--- src/rtl/ofifo_drain_ctrl_if.sv ---
// ============================================================================
// Module   : ofifo_drain_ctrl_if
// Brief    : Job, ofifo-read and psum-SRAM-write signals of the ofifo drain
//            sequencer, with controller (slave) and environment (master) views.
// Revision : 1.0 - initial release
// ============================================================================
`default_nettype none

interface ofifo_drain_ctrl_if #(
  parameter int COL    = 8,
  parameter int BW     = 16,
  parameter int ADDR_W = 11
);
  logic                  start;
  logic [ADDR_W-1:0]     base_addr;
  logic [ADDR_W-1:0]     num_rows;
  logic                  ofifo_valid;
  logic [COL*BW-1:0]     ofifo_out;
  logic                  ofifo_rd;
  logic                  sram_wen;
  logic [ADDR_W-1:0]     sram_addr;
  logic [COL*BW-1:0]     sram_din;
  logic                  busy;
  logic                  done;

  modport slave (
    input  start, base_addr, num_rows, ofifo_valid, ofifo_out,
    output ofifo_rd, sram_wen, sram_addr, sram_din, busy, done
  );

  modport master (
    output start, base_addr, num_rows, ofifo_valid, ofifo_out,
    input  ofifo_rd, sram_wen, sram_addr, sram_din, busy, done
  );
endinterface

`default_nettype wire

--- src/rtl/ofifo_drain_ctrl.sv ---
// ============================================================================
// Module   : ofifo_drain_ctrl
// Brief    : Drains completed psum rows from the ofifo into consecutive psum
//            SRAM addresses. Optional macro OFIFO_DRAIN_LRELU_EN applies a
//            per-lane leaky ReLU (slope 2^-ALPHA_SHIFT) to each stored row.
// Revision : 1.0 - initial release
// ============================================================================
`default_nettype none

module ofifo_drain_ctrl #(
  parameter int COL         = 8,
  parameter int BW          = 16,
  parameter int ADDR_W      = 11,
  parameter int RD_LAT      = 1,
  parameter int ALPHA_SHIFT = 3
) (
  input  logic                 clk,
  input  logic                 reset,
  ofifo_drain_ctrl_if.slave    bus
);

  localparam logic [1:0] S_IDLE  = 2'd0;
  localparam logic [1:0] S_DRAIN = 2'd1;
  localparam logic [1:0] S_FLUSH = 2'd2;
  localparam logic [1:0] S_DONE  = 2'd3;

  localparam logic [ADDR_W-1:0] c_one = ADDR_W'(1);

`ifdef OFIFO_DRAIN_LRELU_EN
  localparam bit c_lrelu = 1'b1;
`else
  localparam bit c_lrelu = 1'b0;
`endif

  logic [1:0]          r_state;
  logic [1:0]          w_state_nxt;
  logic [ADDR_W-1:0]   r_base;
  logic [ADDR_W-1:0]   r_num;
  logic [ADDR_W-1:0]   r_issued;
  logic [ADDR_W-1:0]   r_returned;
  // One bit per in-flight read; doubles as the read-pacing window.
  logic [RD_LAT-1:0]   r_inflight;
  logic                r_wen;
  logic [ADDR_W-1:0]   r_addr;
  logic [COL*BW-1:0]   r_din;

  logic                w_rd;
  logic                w_busy;
  logic                w_done;
  logic                w_capture;
  logic [COL*BW-1:0]   w_post;

  assign w_capture = r_inflight[RD_LAT-1];

  always_comb begin
    w_post = bus.ofifo_out;
    for (int l = 0; l < COL; l++) begin
      if (c_lrelu && bus.ofifo_out[l*BW + BW - 1]) begin
        w_post[l*BW +: BW] = $signed(bus.ofifo_out[l*BW +: BW]) >>> ALPHA_SHIFT;
      end
    end
  end

  always_ff @(posedge clk or posedge reset) begin
    if (reset) begin
      r_state <= S_IDLE;
    end else begin
      r_state <= w_state_nxt;
    end
  end

  always_comb begin
    w_state_nxt = r_state;
    case (r_state)
      S_IDLE: begin
        if (bus.start) begin
          w_state_nxt = (bus.num_rows == '0) ? S_DONE : S_DRAIN;
        end
      end
      S_DRAIN: begin
        if (w_rd && ((r_issued + c_one) == r_num)) begin
          w_state_nxt = S_FLUSH;
        end
      end
      S_FLUSH: begin
        if (r_returned == r_num) begin
          w_state_nxt = S_DONE;
        end
      end
      default: w_state_nxt = S_IDLE;
    endcase
  end

  always_comb begin
    w_busy = (r_state != S_IDLE);
    w_done = (r_state == S_DONE);
    w_rd   = (r_state == S_DRAIN) && bus.ofifo_valid &&
             (r_issued < r_num) && (r_inflight == '0);
  end

  always_ff @(posedge clk or posedge reset) begin
    if (reset) begin
      r_base     <= '0;
      r_num      <= '0;
      r_issued   <= '0;
      r_returned <= '0;
      r_inflight <= '0;
      r_wen      <= 1'b0;
      r_addr     <= '0;
      r_din      <= '0;
    end else begin
      r_inflight <= (r_inflight << 1) | RD_LAT'(w_rd);
      r_wen      <= w_capture;
      if (r_state == S_IDLE && bus.start) begin
        r_base     <= bus.base_addr;
        r_num      <= bus.num_rows;
        r_issued   <= '0;
        r_returned <= '0;
      end else begin
        if (w_rd) begin
          r_issued <= r_issued + c_one;
        end
        if (w_capture) begin
          r_returned <= r_returned + c_one;
        end
      end
      // Address wraps naturally modulo 2^ADDR_W.
      if (w_capture) begin
        r_addr <= r_base + r_returned;
        r_din  <= w_post;
      end
    end
  end

  assign bus.ofifo_rd  = w_rd;
  assign bus.sram_wen  = r_wen;
  assign bus.sram_addr = r_addr;
  assign bus.sram_din  = r_din;
  assign bus.busy      = w_busy;
  assign bus.done      = w_done;

endmodule

`default_nettype wire

--- src/flat_wrapper.sv ---
// flat-port wrapper written by rule: the top's interface ports become plain ports
module ofifo_drain_ctrl_flat 
#(
  parameter int COL         = 8,
  parameter int BW          = 16,
  parameter int ADDR_W      = 11,
  parameter int RD_LAT      = 1,
  parameter int ALPHA_SHIFT = 3
)
  (clk, reset, bus_start, bus_base_addr, bus_num_rows, bus_ofifo_valid, bus_ofifo_out, bus_ofifo_rd, bus_sram_wen, bus_sram_addr, bus_sram_din, bus_busy, bus_done);
  ofifo_drain_ctrl_if #(.COL(COL), .BW(BW), .ADDR_W(ADDR_W)) bus_i ();
  input  logic clk;
  input  logic reset;
  input wire logic [$bits(bus_i.start)-1:0] bus_start;
  input wire logic [$bits(bus_i.base_addr)-1:0] bus_base_addr;
  input wire logic [$bits(bus_i.num_rows)-1:0] bus_num_rows;
  input wire logic [$bits(bus_i.ofifo_valid)-1:0] bus_ofifo_valid;
  input wire logic [$bits(bus_i.ofifo_out)-1:0] bus_ofifo_out;
  output wire logic [$bits(bus_i.ofifo_rd)-1:0] bus_ofifo_rd;
  output wire logic [$bits(bus_i.sram_wen)-1:0] bus_sram_wen;
  output wire logic [$bits(bus_i.sram_addr)-1:0] bus_sram_addr;
  output wire logic [$bits(bus_i.sram_din)-1:0] bus_sram_din;
  output wire logic [$bits(bus_i.busy)-1:0] bus_busy;
  output wire logic [$bits(bus_i.done)-1:0] bus_done;
  assign bus_i.start = bus_start;
  assign bus_i.base_addr = bus_base_addr;
  assign bus_i.num_rows = bus_num_rows;
  assign bus_i.ofifo_valid = bus_ofifo_valid;
  assign bus_i.ofifo_out = bus_ofifo_out;
  assign bus_ofifo_rd = bus_i.ofifo_rd;
  assign bus_sram_wen = bus_i.sram_wen;
  assign bus_sram_addr = bus_i.sram_addr;
  assign bus_sram_din = bus_i.sram_din;
  assign bus_busy = bus_i.busy;
  assign bus_done = bus_i.done;
  ofifo_drain_ctrl #(.COL(COL), .BW(BW), .ADDR_W(ADDR_W), .RD_LAT(RD_LAT), .ALPHA_SHIFT(ALPHA_SHIFT)) u_core (.clk(clk), .reset(reset), .bus(bus_i));
endmodule
--- config.mk ---
export PLATFORM = sky130hd
export DESIGN_NAME = ofifo_drain_ctrl_flat
export DESIGN_NICKNAME = d
export VERILOG_FILES = /design/src/rtl/ofifo_drain_ctrl_if.sv /design/src/rtl/ofifo_drain_ctrl.sv /design/src/flat_wrapper.sv
export SDC_FILE = /design/constraint.sdc
export NUM_CORES = 1
export LEC_CHECK = 0
export CORE_ASPECT_RATIO = 1.4
export CORE_MARGIN = 3
export CORE_UTILIZATION = 25
export DETAILED_ROUTE_END_ITERATION = 7
export GPL_ROUTABILITY_DRIVEN = 0
export PLACE_DENSITY = 0.62
export SYNTH_ARGS = -nofsm -noshare
export SYNTH_HDL_FRONTEND = slang
export SYNTH_SLANG_ARGS = --single-unit
--- constraint.sdc ---
create_clock -name clk -period 5.75 [get_ports clk]
set_input_delay 0.8625 -clock clk [delete_from_list [all_inputs] [get_ports clk]]
set_output_delay 0.8625 -clock clk [all_outputs]
set_load 0.05 [all_outputs]
==> impl_results.md <==
* Status: finished, final reports clean
* Reg2reg end: u_core.r_issued[5]$_DFFE_PP0P_
* Highest clock rate at 240 MHz
* Static leakage at 0.00554 uW
* Setup slack, reg-to-reg at 3.16 ns
* Area of the multi-input gates at 3450 um^2
* Die H at 222 um
* Synth Instances at 656
* Max rail drop VDD at 0.179 mV
* Data arrival, critical path at 3.31 ns
* Reg-to-Reg Start: u_core.r_inflight$_DFF_PP0_
* IO Count at 297
* DRT Pass-1 Iters at 4
* CTS max path bufs at 2
* Worst path top cell family by delay: compound AO/OA/AOI/OAI gates
* Clk Tree Root Cell: clkbuf_16
* Compound-Gate Fraction of Synth Area at 6.33%
* H-Tree Depth at 4
* Simple-gate area share of the yosys netlist at 7.48%
* Finished Cell Area at 12400 um^2
* Layout cell share with drive strength beyond 1 at 19.3%
* Hold Path Class: reg -> reg
* Logic pwr share at 4.9%
* CP endpoint: bus_ofifo_rd
* NetSw at 601 uW
* Max incr delay on CP at 0.77 ns
* Area share of the largest cell type after synthesis at 56.0%
* DP Wirelength at 17.8 mm
* TritonCTS Buffers at 17
* Crit path max fanout at 23
* Area share of fa/ha/maj cells after synthesis at 4.43%
* WS Path Type: reg -> out
* Post-DR wirelength/cell at 17.0 um
* Mapped Nets at 839
* Pin count of the biggest net entering global routing at 119
* Starting density of the core at 25.6%
* Setup crit start: u_core.r_issued[3]$_DFFE_PP0P_
* Maxcap violations at 0
* Die area at 35700 um^2
* Vias per cell at 4.41
* Post-synth top flop: dfrtp_1
* Mux cell area share after synthesis at 19.5%
* Seq. cell area at 4680 um^2
* Hold_buf cts at 0
* Endpoints failing setup at 0
* Nets at 1131
* Largest family of logic cells by synthesized area: multiplexers
* Final Max Slew Viols at 0
* PD cells at 218 nW/um^2
* Final hold viol count at 0
* Post-Place Cell Area at 11800 um^2
* Seq pwr share at 48.6%
* Post-synth EDFFs at 0
* Vias in the first global route at 6665
* Min-delay src: u_core.bus.sram_addr[6]$_DFFE_PP0P_
* Top cells by area, synth: dfrtp_1 56%, mux2_2 19%, ha_1 4.2%
* Sequential-to-total area share from yosys stat at 56.0%
* Clk pin slew, worst setup/hold paths at 0.08 ns
* Fill count at 3193
* Slew HR at 42.7%
* Register bit total from synthesis at 187
* Critical Path Sink Type: output port
* Bufs and invs on worst path at 2
* Initial drt markers at 227
* Pint at 2100 uW
* Async SR Flop Fraction at 100%
* Cell variety after synth at 52
* RSZ-0062 raised after global routing: false
* Worst-margin pin slew at 0.860 ns
* Critical Path Stages at 6
* Post_cts resized at 0
* Synth-to-Final Area Change at 48.7%
* Fin crit share at 72.5%
* Final WL at 23.8 mm
* Cell area after synthesis at 8360 um^2
* Startpoint Class: flip-flop
* Die W at 161 um
* Core area at 32700 um^2
* Synth warnings at 0
* Gr usage total at 13.6%
* Synth Area in XOR/XNOR at 3.56%
* Grt ovf at 0
* Area leader, netlist: dfrtp_1
* Skew-Pair Late Insertion Delay at 0.44 ns
* DRT antenna net count at 0
* Fin Setup TNS at 0 ns
* PortBufs at 296
* Total setup buffers inserted after CTS at 0
* Tmin final at 4.17 ns
* Number of diodes at 0
* Clock power frac at 46.5%
* Routed vias at 6176
* CP required at 4.89 ns
* CP cell instances: ha_1, o211ai_1, a211oi_1, o31a_1, inv_1, clkdlybuf4s50_1
* Switch share at 22.2%
* Reg2reg path depth at 5
* Slowest cell on the critical path: clkdlybuf4s50_1
* First-pass GRT wire length at 37.7 mm
* Worst clock skew at 0.00779 ns
* Residual DRC at 0
* Clock Sinks at 187
* CTS tree: done
* Initial antenna violation count at 2
* Syn avg cell area at 12.7 um^2
* FP Rows at 78
==> final cells by class <==
| type | count | share of cell area (%) |
|---|---|---|
| multi-input cells | 410 | 27.8 |
| repair buffers | 301 | 24.2 |
| clock buffers | 19 | 3.48 |
| inverters | 31 | 0.966 |
| flip-flops and latches | 187 | 37.7 |
| well taps | 440 | 4.43 |
| clock inverters | 13 | 1.44 |
==> synth_stat cells (3+ instances only) <==
| cell type | instances |
|---|---|
| nor2_1 | 24 |
| nand2_1 | 30 |
| a211oi_1 | 4 |
| a21oi_1 | 20 |
| nor2b_1 | 4 |
| dfrtp_1 | 187 |
| o31a_1 | 3 |
| o21a_1 | 5 |
| o31ai_1 | 6 |
| mux2_2 | 143 |
| o21ai_0 | 28 |
| or4_1 | 4 |
| nor3_1 | 4 |
| ha_1 | 28 |
| inv_1 | 30 |
| nand4_1 | 8 |
| o211ai_1 | 4 |
| xor2_1 | 11 |
| xnor2_1 | 23 |
| nand3_1 | 6 |
| or3_1 | 14 |
| clkbuf_1 | 23 |
| nor4_1 | 9 |
==> worst register-to-register path: stages, from the launching register on <==
cell and delay, ns:
dfrtp_4 0.73, and4bb_1 0.40, o211ai_1 0.09, o31a_1 0.52
or4_1 0.61, a21oi_1 0.15
==> power by group through the flow <==
| stage | combinational [uW] | sequential [uW] | clock [uW] |
|---|---|---|---|
| 2_1_floorplan | 20.4 | 1340 | 0 |
| 3_3_place_gp | 135 | 1340 | 0 |
| 3_5_place_dp | 137 | 1340 | 0 |
| 4_1_cts | 138 | 1310 | 1310 |
| 5_1_grt | 147 | 1310 | 1350 |
| 6_report | 134 | 1310 | 1260 |
==> state kept, by name, summed over array words and instances, names as in the netlist <==
signal,cells
u_core.r_inflight,1
u_core.bus.sram_din,128
u_core.r_base,11
u_core.r_state,2
u_core.bus.sram_wen,1
u_core.r_returned,11
u_core.r_issued,11
u_core.r_num,11
u_core.bus.sram_addr,11
==> routing by layer <==
metal / track usage (%) / vias to the layer above / routed length (um)
li1: - / 2920 / -
met1: 14.2 / 3040 / 8610
met2: 24.3 / 174 / 12800
met3: 5.26 / 38 / 1710
met4: 5.38 / 4 / 713
met5: 0 / - / 27
==> through the flow <==
step / hold slack [ns] / instances / utilization (%) / worst slack, ns / power (uW)
after global routing: 0.520 / 1401 / 38.0 / 1.32 / 2810
after floorplan: 0.428 / 656 / - / 2.48 / 1360
after global placement: 0.474 / 1369 / 36.2 / 1.66 / 1480
after detailed placement: 0.484 / 1369 / 36.2 / 1.62 / 1480
final: 0.494 / 1401 / 38.0 / 1.58 / 2710
after CTS: 0.504 / 1401 / 38.0 / 1.49 / 2760
==> placed cells by master, fill, tap and decap left out, types with 17 or more instances in the layout <==
cell type and n:
clkdlybuf4s50_1 296, dfrtp_1 186, mux2_2 143, nand2_1 30
inv_1 29, o21ai_0 28, ha_1 28, nor2_1 24
xnor2_1 23, a21oi_1 20, clkbuf_16 17
==> how the worst min path moves through the flow <==
stage                                                to  cells after the start
floorplan                 u_core.bus.sram_wen$_DFF_PP0_                      0
global placement    u_core.bus.sram_addr[4]$_DFFE_PP0P_                      1
detailed placement  u_core.bus.sram_addr[6]$_DFFE_PP0P_                      2
CTS                 u_core.bus.sram_addr[6]$_DFFE_PP0P_                      2
global route        u_core.bus.sram_din[24]$_DFFE_PP0P_                      1
finish              u_core.bus.sram_addr[6]$_DFFE_PP0P_                      2
==> logic make-up (layout without fill, tap and decap cells) <==
| logic type | Yosys count | count (layout) |
|---|---|---|
| adder cells (fa/ha/maj) | 29 | 29 |
| AO/OA/AOI/OAI | 84 | 84 |
| XOR/XNOR | 34 | 34 |
| buffers and inverters | 59 | 364 |
| multiplexers | 145 | 145 |
| AND/OR/NAND/NOR | 118 | 118 |
| flip-flops | 187 | 187 |
Power figures use the tool's default switching activity.
